==> src/rtl/tankwar_pkg.sv <==
// tankwar_pkg: shared object state-word layout, enums and span record for the tank game.
package tankwar_pkg;
    localparam int ACT_BIT     = 31;
    localparam int DIR_LSB     = 29;
    localparam int DIR_W       = 2;
    localparam int X_LSB       = 19;
    localparam int Y_LSB       = 9;
    localparam int COORD_W     = 10;
    localparam int TANK_SIZE   = 32;
    localparam int BULLET_SIZE = 8;
    localparam int OFS_W       = $clog2(TANK_SIZE);

    typedef enum logic [1:0] {DIR_UP, DIR_DOWN, DIR_LEFT, DIR_RIGHT} dir_e;
    typedef enum logic [2:0] {OBJ_NONE, OBJ_TANK, OBJ_OPPO, OBJ_PBULLET, OBJ_EBULLET} obj_e;

    typedef struct packed {
        logic [COORD_W-1:0] x;
        logic [OFS_W-1:0]   row;
        dir_e               dir;
        obj_e               obj;
        logic               valid;
    } span_t;

    function automatic logic [COORD_W-1:0] x_of(input logic [31:0] w);
        return w[X_LSB +: COORD_W];
    endfunction

    function automatic logic [COORD_W-1:0] y_of(input logic [31:0] w);
        return w[Y_LSB +: COORD_W];
    endfunction
endpackage

==> src/rtl/span_hit_cmp.sv <==
// span_hit_cmp: horizontal range test of one span slot against the current pixel column.
module span_hit_cmp #(
    parameter int TANK_SIZE   = 32,
    parameter int BULLET_SIZE = 8,
    parameter int COL_W       = $clog2(TANK_SIZE)
) (
    input  logic [9:0]       x,
    input  logic [9:0]       pixel_x,
    input  logic             valid,
    input  logic             is_tank,
    output logic             hit,
    output logic [COL_W-1:0] col
);
    logic [10:0] lo;
    logic [10:0] px;
    always_comb begin
        lo  = {1'b0, x};
        px  = {1'b0, pixel_x};
        hit = valid && lo <= px && px < lo + (is_tank ? 11'(TANK_SIZE) : 11'(BULLET_SIZE));
        col = hit ? COL_W'(pixel_x - x) : '0;
    end
endmodule

==> src/rtl/sprite_line_renderer.sv <==
// sprite_line_renderer: per-line span list builder (double-buffered) and per-pixel object resolver.
module sprite_line_renderer #(
    parameter int MAX_BULLETS = 8,
    parameter int SPAN_SLOTS  = 8,
    parameter int TANK_SIZE   = tankwar_pkg::TANK_SIZE,
    parameter int BULLET_SIZE = tankwar_pkg::BULLET_SIZE
) (
    input  logic                          clk,
    input  logic                          reset,
    input  logic                          line_start,
    input  logic [9:0]                    line_y,
    input  logic                          video_on,
    input  logic [9:0]                    pixel_x,
    input  logic [31:0]                   tank_ram_data,
    input  logic [31:0]                   oppo_ram_data,
    input  logic [2*MAX_BULLETS-1:0][31:0] bullet_ram_data,
    output logic [2:0]                    pixel_obj,
    output logic [1:0]                    pixel_dir,
    output logic [4:0]                    pixel_col,
    output logic [4:0]                    pixel_row,
    output logic                          scan_busy,
    output logic                          line_overflow
);
    import tankwar_pkg::*;

    localparam int N_OBJ = 2 + 2 * MAX_BULLETS;
    localparam int IW    = $clog2(N_OBJ);
    localparam int BW    = $clog2(2 * MAX_BULLETS);
    localparam int CW    = $clog2(SPAN_SLOTS + 1);
    localparam int SW    = $clog2(SPAN_SLOTS);

    typedef enum logic {IDLE, SCAN} state_e;

    state_e          state_q, state_d;
    logic [IW-1:0]   idx_q, idx_d;
    logic [CW-1:0]   cnt_q, cnt_d;
    logic [9:0]      ly_q, ly_d;
    logic            ovf_q, ovf_d;
    logic            line_overflow_q, line_overflow_d;
    logic            disp_q, disp_d;
    span_t           bank_q [2][SPAN_SLOTS];
    span_t           bank_d [2][SPAN_SLOTS];
    logic [2:0]      pixel_obj_q, pixel_obj_d;
    logic [1:0]      pixel_dir_q, pixel_dir_d;
    logic [4:0]      pixel_col_q, pixel_col_d;
    logic [4:0]      pixel_row_q, pixel_row_d;

    logic [31:0]     word;
    logic [BW-1:0]   bidx;
    obj_e            obj;
    logic [10:0]     oy, ly, osize;
    logic            hit;
    logic            unused_reserved;

    always_comb begin
        bidx  = BW'(idx_q - IW'(2));
        word  = idx_q == IW'(0) ? tank_ram_data : idx_q == IW'(1) ? oppo_ram_data : bullet_ram_data[bidx];
        obj   = idx_q == IW'(0) ? OBJ_TANK : idx_q == IW'(1) ? OBJ_OPPO :
                bidx < BW'(MAX_BULLETS) ? OBJ_PBULLET : OBJ_EBULLET;
        osize = idx_q < IW'(2) ? 11'(TANK_SIZE) : 11'(BULLET_SIZE);
        oy    = {1'b0, y_of(word)};
        ly    = {1'b0, ly_q};
        hit   = word[ACT_BIT] && oy <= ly && ly < oy + osize;
        unused_reserved = ^word[Y_LSB-1:0];
        state_d         = state_q;
        idx_d           = idx_q;
        cnt_d           = cnt_q;
        ly_d            = ly_q;
        ovf_d           = ovf_q;
        line_overflow_d = line_overflow_q;
        disp_d          = disp_q;
        bank_d          = bank_q;
        // A new line_start always wins, even mid-scan: the partial list is shown as-is.
        if (line_start) begin
            state_d = SCAN;
            disp_d  = ~disp_q;
            idx_d   = '0;
            cnt_d   = '0;
            ovf_d   = 1'b0;
            ly_d    = line_y;
            for (int s = 0; s < SPAN_SLOTS; s++) bank_d[disp_q][s].valid = 1'b0;
        end else if (state_q == SCAN) begin
            if (hit && cnt_q < CW'(SPAN_SLOTS)) begin
                bank_d[~disp_q][SW'(cnt_q)] = '{x: x_of(word), row: OFS_W'(ly_q - y_of(word)),
                                               dir: dir_e'(word[DIR_LSB +: DIR_W]), obj: obj, valid: 1'b1};
                cnt_d = cnt_q + CW'(1);
            end
            ovf_d = ovf_q | (hit && cnt_q == CW'(SPAN_SLOTS));
            idx_d = idx_q + IW'(1);
            if (idx_q == IW'(N_OBJ - 1)) begin
                state_d         = IDLE;
                line_overflow_d = ovf_d;
            end
        end
    end

    span_t                   disp_span [SPAN_SLOTS];
    logic [SPAN_SLOTS-1:0]   hits;
    logic [OFS_W-1:0]        cols [SPAN_SLOTS];
    logic [SW-1:0]           sel;
    logic                    pix_hit;

    always_comb begin
        for (int s = 0; s < SPAN_SLOTS; s++) disp_span[s] = bank_q[disp_q][s];
    end

    for (genvar s = 0; s < SPAN_SLOTS; s++) begin : g_cmp
        span_hit_cmp #(.TANK_SIZE(TANK_SIZE), .BULLET_SIZE(BULLET_SIZE), .COL_W(OFS_W)) u_cmp (
            .x       (disp_span[s].x),
            .pixel_x (pixel_x),
            .valid   (disp_span[s].valid),
            .is_tank (disp_span[s].obj == OBJ_TANK || disp_span[s].obj == OBJ_OPPO),
            .hit     (hits[s]),
            .col     (cols[s])
        );
    end

    // Slots fill in scan order, so the lowest hitting slot puts tanks above bullets.
    always_comb begin
        sel = '0;
        for (int i = SPAN_SLOTS - 1; i >= 0; i--) sel = hits[i] ? SW'(i) : sel;
        pix_hit     = video_on && |hits;
        pixel_obj_d = pix_hit ? disp_span[sel].obj : OBJ_NONE;
        pixel_dir_d = pix_hit ? disp_span[sel].dir : 2'd0;
        pixel_col_d = pix_hit ? 5'(cols[sel]) : 5'd0;
        pixel_row_d = pix_hit ? 5'(disp_span[sel].row) : 5'd0;
    end

    always_ff @(posedge clk) begin
        if (reset) begin
            state_q         <= IDLE;
            idx_q           <= '0;
            cnt_q           <= '0;
            ly_q            <= '0;
            ovf_q           <= 1'b0;
            line_overflow_q <= 1'b0;
            disp_q          <= 1'b0;
            pixel_obj_q     <= '0;
            pixel_dir_q     <= '0;
            pixel_col_q     <= '0;
            pixel_row_q     <= '0;
            for (int b = 0; b < 2; b++)
                for (int s = 0; s < SPAN_SLOTS; s++) bank_q[b][s] <= '0;
        end else begin
            state_q         <= state_d;
            idx_q           <= idx_d;
            cnt_q           <= cnt_d;
            ly_q            <= ly_d;
            ovf_q           <= ovf_d;
            line_overflow_q <= line_overflow_d;
            disp_q          <= disp_d;
            pixel_obj_q     <= pixel_obj_d;
            pixel_dir_q     <= pixel_dir_d;
            pixel_col_q     <= pixel_col_d;
            pixel_row_q     <= pixel_row_d;
            bank_q          <= bank_d;
        end
    end

    assign pixel_obj     = pixel_obj_q;
    assign pixel_dir     = pixel_dir_q;
    assign pixel_col     = pixel_col_q;
    assign pixel_row     = pixel_row_q;
    assign scan_busy     = state_q == SCAN;
    assign line_overflow = line_overflow_q;
endmodule

==> config.mk <==
export PLATFORM = sky130hd
export DESIGN_NAME = sprite_line_renderer
export DESIGN_NICKNAME = d
export VERILOG_FILES = /design/src/rtl/tankwar_pkg.sv /design/src/rtl/span_hit_cmp.sv /design/src/rtl/sprite_line_renderer.sv
export SDC_FILE = /design/constraint.sdc
export NUM_CORES = 1
export LEC_CHECK = 0
export CAP_MARGIN = 10
export CORE_ASPECT_RATIO = 1.75
export CORE_UTILIZATION = 45
export DETAILED_ROUTE_END_ITERATION = 10
export GPL_ROUTABILITY_DRIVEN = 0
export GPL_TIMING_DRIVEN = 1
export PLACE_DENSITY = 0.73
export SYNTH_ARGS = -nofsm -noshare
export SYNTH_HDL_FRONTEND = slang
export SYNTH_SLANG_ARGS = --single-unit
==> constraint.sdc <==
create_clock -name clk -period 7.9 [get_ports clk]
set_input_delay 2.37 -clock clk [delete_from_list [all_inputs] [get_ports clk]]
set_output_delay 2.37 -clock clk [all_outputs]
set_load 0.05 [all_outputs]
==> metrics.csv <==
stage,metric,value,unit
timing,finalHoldViolCount,0,
floorplanning,die_height,327.1,um
timing,worstMarginPinSlew,1.199,ns
global_routing,grt_pass1_wl,170.2,mm
worst_setup_path,worst-r2r-setup-slack,1.22,ns
timing,final.setup.worst_slack,0.6759,ns
detailed_routing,drc_errors,0,
global_routing,antenna_found_initial,46,
clock_network,skew_pair_late_insertion_delay,0.57,ns
floorplanning,die_outline_area,61410,sq um
timing,period_share,91.44,%
finish,multi_input_comb_area,18310,sq um
detailed_routing,wl,116.4,mm
detailed_routing,detailedRoute.firstIterationViolations,1961,
worst_setup_path,worstReg2RegEnd,bank_q[334],
global_routing,grt_start_max_net_pins,242,
clock_network,htreeDepth,2,
timing,achievable-frequency,0.1384,GHz
clock_network,post-cts-setup-buffers,0,
global_routing,first_global_vias,25840,
power_and_ir_drop,power-per-cell-area,138.7,nW/um^2
clock_network,tritoncts,done,
worst_setup_path,crit_path_start_kind,primary input,
synth,postSynthRegisterBits,374,
synth,syn_inst,2791,
finish,fillers,5075,
synth,synth_cell_type_count,86,
timing,grt_setup_unrepaired,false,
synth,synth_area,27170,sq um
worst_setup_path,worst-r2r-cell-count,18,
finish,post_route_cells_drive_above_1_share,10.11,%
outcome,status,"finished, final reports clean",
clock_network,clock_sink_count,374,
clock_network,post_cts_resize_count,0,
min_path,holdPathStages,2,
timing,finalClockSkew,0.02488,ns
floorplanning,floorplan.initialDensity,45.78,%
min_path,holdCritPathClass,reg2reg,
synth,avgSynthCellArea,9.736,sq um
clock_network,cts_buffer_depth,3,
clock_network,total_of_hold_buffers_inserted_after_clock_tree_synthesis,0,
detailed_routing,route.detailed.wl_per_inst,29.14,um
power_and_ir_drop,max-vdd-ir-drop,0.1326,mV
timing,slew_viol_final,0,
job,max-cap-violations,0,
timing,totalNegativeSetupSlack,0,ns
synth,async_reset_ff_share,0,%
timing,maxSlewHeadroom,20.06,%
worst_setup_path,maximum_fanout_encountered_on_the_critical_timing_path,36,
synth,synth-warning-count,0,
placed_design,numPortBuffers,454,
timing,setup-violations-final,0,
worst_setup_path,worst_r2r_startpoint,idx_q[1],
floorplanning,fp-row-count,118,
floorplanning,horiz_die_dim,187.8,um
min_path,worstHoldEndpoint,bank_q[126],
worst_setup_path,worst_path_arrival,7.59,ns
detailed_routing,detail_route.vias_per_cell,6.242,
global_routing,track_usage,38.20,%
placed_design,pre_cts_ws,0.4521,ns
finish,layout-area-overhead-vs-synth,24.23,%
placed_design,place.detailed.hpwl,88.13,mm
synth,synth.yosys.seq_area_share,27.55,%
worst_setup_path,timing.setup.critical_path_class,in2reg,
detailed_routing,drtAntennaViolNets,0,
finish,fin_util,56.87,%
global_routing,grt_overflow,0,
clock_network,root_buffer,sky130_fd_sc_hd__clkbuf_16,
synth,syn_nets,3623,
detailed_routing,drt_first_pass_iters,6,
timing,timing.final.crit_period,7.224,ns
detailed_routing,via_total_after_detailed_routing,24930,
power_and_ir_drop,cellLeakagePower,14.90,nW
worst_setup_path,cp_data_required_time,8.27,ns
worst_setup_path,critical_path.endpoint_type,register,
clock_network,tritoncts.num_buffers,37,
finish,final-seq-area,7498,sq um
finish,design.final.nets,3989,
clock_network,clkSlewWorstSetupHoldPaths,0.06,ns
floorplanning,boundaryPins,617,
floorplanning,floorplan.core_area,59350,sq um
synth,yosys_most_used_dff,sky130_fd_sc_hd__dfxtp_1,
synth,number_of_enable_flip_flop_cells_after_synthesis,0,
min_path,hold_path.startpoint,bank_q[126],
-- cell families (layout without fill, tap and decap cells) --
| group | count (synthesis) | in the layout | synth area share [%] |
|---|---|---|---|
| fa+ha+maj | 232 | 232 | 10.93 |
| xor+xnor | 93 | 93 | 2.998 |
| flops | 374 | 374 | 27.55 |
| compound gates | 478 | 478 | 12.30 |
| buf+inv | 321 | 716 | 5.093 |
| other cells | 0 | 27 | 0 |
| mux | 597 | 597 | 26.79 |
| simple gates | 696 | 696 | 14.33 |
-- where the power goes --
| group | switching, mW | internal [mW] | leakage, nW | total (mW) |
|---|---|---|---|---|
| logic | 0.471 | 0.418 | 11.3 | 0.889 |
| clock network | 0.793 | 1.09 | 0.621 | 1.88 |
| registers | 0.0189 | 1.89 | 3.02 | 1.91 |
-- cell usage in the layout, fill, tap and decap left out, drive strengths merged, types with 68 or more instances in the layout --
| master | Yosys | final |
|---|---|---|
| a21oi | 130 | 130 |
| buf | 82 | 75 |
| nand2 | 89 | 89 |
| nor2 | 102 | 102 |
| dfxtp | 374 | 374 |
| clkdlybuf4s50 | 0 | 453 |
| nand2b | 337 | 337 |
| mux2 | 75 | 75 |
| ha | 223 | 223 |
| inv | 120 | 121 |
| xnor2 | 68 | 68 |
| mux2i | 427 | 427 |
| mux4 | 95 | 95 |
-- per-stage QoR --
| step | instances | hold slack (ns) | power (mW) | cell area [sq um] |
|---|---|---|---|---|
| after floorplan | 2791 | 0.4265 | 2.347 | 27170 |
| after global placement | 3898 | 0.4388 | 2.774 | 32420 |
| after detailed placement | 3898 | 0.4463 | 2.793 | 32420 |
| after CTS | 3966 | 0.4579 | 4.642 | 33690 |
| after global routing | 3976 | 0.4807 | 4.800 | 33710 |
| final | 3993 | 0.4576 | 4.681 | 33750 |
-- worst max path at each step --
stage | start | end | slack [ns]
2_1_floorplan | idx_q[1] | bank_q[11] | 0.60
3_3_place_gp | bullet_ram_data[74] | bank_q[334] | 0.60
3_5_place_dp | bullet_ram_data[74] | bank_q[334] | 0.45
4_1_cts | bullet_ram_data[74] | bank_q[334] | 1.02
5_1_grt | bullet_ram_data[74] | bank_q[58] | 0.57
6_report | bullet_ram_data[74] | bank_q[334] | 0.68
-- synth_stat cells, types with 8 or more instances --
| cell type | n | area (sq um) |
|---|---|---|
| sky130_fd_sc_hd__mux2i_1 | 427 | 4274 |
| sky130_fd_sc_hd__dfxtp_1 | 374 | 7487 |
| sky130_fd_sc_hd__nand2b_1 | 337 | 2108 |
| sky130_fd_sc_hd__ha_1 | 223 | 2790 |
| sky130_fd_sc_hd__a21oi_1 | 130 | 650.6 |
| sky130_fd_sc_hd__inv_1 | 120 | 450.4 |
| sky130_fd_sc_hd__clkbuf_1 | 118 | 442.9 |
| sky130_fd_sc_hd__nor2_1 | 101 | 379.1 |
| sky130_fd_sc_hd__mux4_2 | 95 | 2140 |
| sky130_fd_sc_hd__nand2_1 | 89 | 334.1 |
| sky130_fd_sc_hd__xnor2_1 | 68 | 595.6 |
| sky130_fd_sc_hd__mux2_2 | 59 | 664.4 |
| sky130_fd_sc_hd__nand4_1 | 50 | 312.8 |
| sky130_fd_sc_hd__buf_2 | 49 | 245.2 |
| sky130_fd_sc_hd__o31ai_1 | 40 | 300.3 |
| sky130_fd_sc_hd__o211ai_1 | 36 | 270.3 |
| sky130_fd_sc_hd__a21o_1 | 31 | 232.7 |
| sky130_fd_sc_hd__o21ai_0 | 29 | 145.1 |
| sky130_fd_sc_hd__a31oi_1 | 28 | 175.2 |
| sky130_fd_sc_hd__nand3_1 | 25 | 125.1 |
| sky130_fd_sc_hd__xor2_1 | 25 | 219.0 |
| sky130_fd_sc_hd__nor3_1 | 24 | 120.1 |
| sky130_fd_sc_hd__a211oi_1 | 22 | 165.2 |
| sky130_fd_sc_hd__o22ai_1 | 22 | 137.6 |
| sky130_fd_sc_hd__o21a_1 | 20 | 150.1 |
| sky130_fd_sc_hd__nor2b_1 | 17 | 106.4 |
| sky130_fd_sc_hd__a22oi_1 | 15 | 112.6 |
| sky130_fd_sc_hd__a211o_1 | 14 | 122.6 |
| sky130_fd_sc_hd__a2111oi_0 | 13 | 113.9 |
| sky130_fd_sc_hd__buf_1 | 12 | 45.04 |
| sky130_fd_sc_hd__buf_4 | 12 | 90.09 |
| sky130_fd_sc_hd__o22a_1 | 11 | 96.34 |
| sky130_fd_sc_hd__and3_1 | 10 | 62.56 |
| sky130_fd_sc_hd__mux2_1 | 10 | 112.6 |
| sky130_fd_sc_hd__fa_1 | 9 | 180.2 |
| sky130_fd_sc_hd__buf_6 | 8 | 90.09 |
| sky130_fd_sc_hd__nand3b_1 | 8 | 60.06 |
-- registers in the layout, summed over array words and instances (netlist names), 2 cells and up --
register / cells
pixel_obj: 3
pixel_col: 5
pixel_row: 5
pixel_dir: 2
cnt_q: 4
bank_q: 336
idx_q: 5
ly_q: 10
-- critical path, cell delays in order --
cell and delay, ns:
sky130_fd_sc_hd__clkdlybuf4s50_1 0.77, sky130_fd_sc_hd__mux4_2 0.61, sky130_fd_sc_hd__mux2i_1 0.26, sky130_fd_sc_hd__o22ai_1 0.11, sky130_fd_sc_hd__a221o_1 0.29, sky130_fd_sc_hd__o21ai_0 0.31
sky130_fd_sc_hd__inv_1 0.12, sky130_fd_sc_hd__ha_1 0.33, sky130_fd_sc_hd__nor2b_1 0.15, sky130_fd_sc_hd__o21ai_0 0.25, sky130_fd_sc_hd__a21boi_0 0.16, sky130_fd_sc_hd__o21a_1 0.19
sky130_fd_sc_hd__o21a_1 0.19, sky130_fd_sc_hd__o211ai_1 0.18, sky130_fd_sc_hd__a21oi_1 0.10, sky130_fd_sc_hd__o22ai_2 0.17, sky130_fd_sc_hd__buf_4 0.36, sky130_fd_sc_hd__nand4_1 0.13
sky130_fd_sc_hd__buf_4 0.32, sky130_fd_sc_hd__mux2i_1 0.19
-- routing by layer --
layer,global-route usage [%],up-vias,part of all wire (%)
met5,0.3925,-,0.13
met4,39.31,24,12
met3,15.53,620,9.0
met2,62.26,1452,47
met1,35.15,11920,32
li1,-,10910,-
-- area by class of cell --
class	count	area share [%]
multi-input combinational	2096	54.25
sequential	374	22.21
timing repair buffer	528	15.37
clock buffer	54	3.206
tap	780	2.891
inverter	120	1.334
clock inverter	14	0.5338
antenna	27	0.2002
Note: power is estimated with default switching activity, not from simulation.
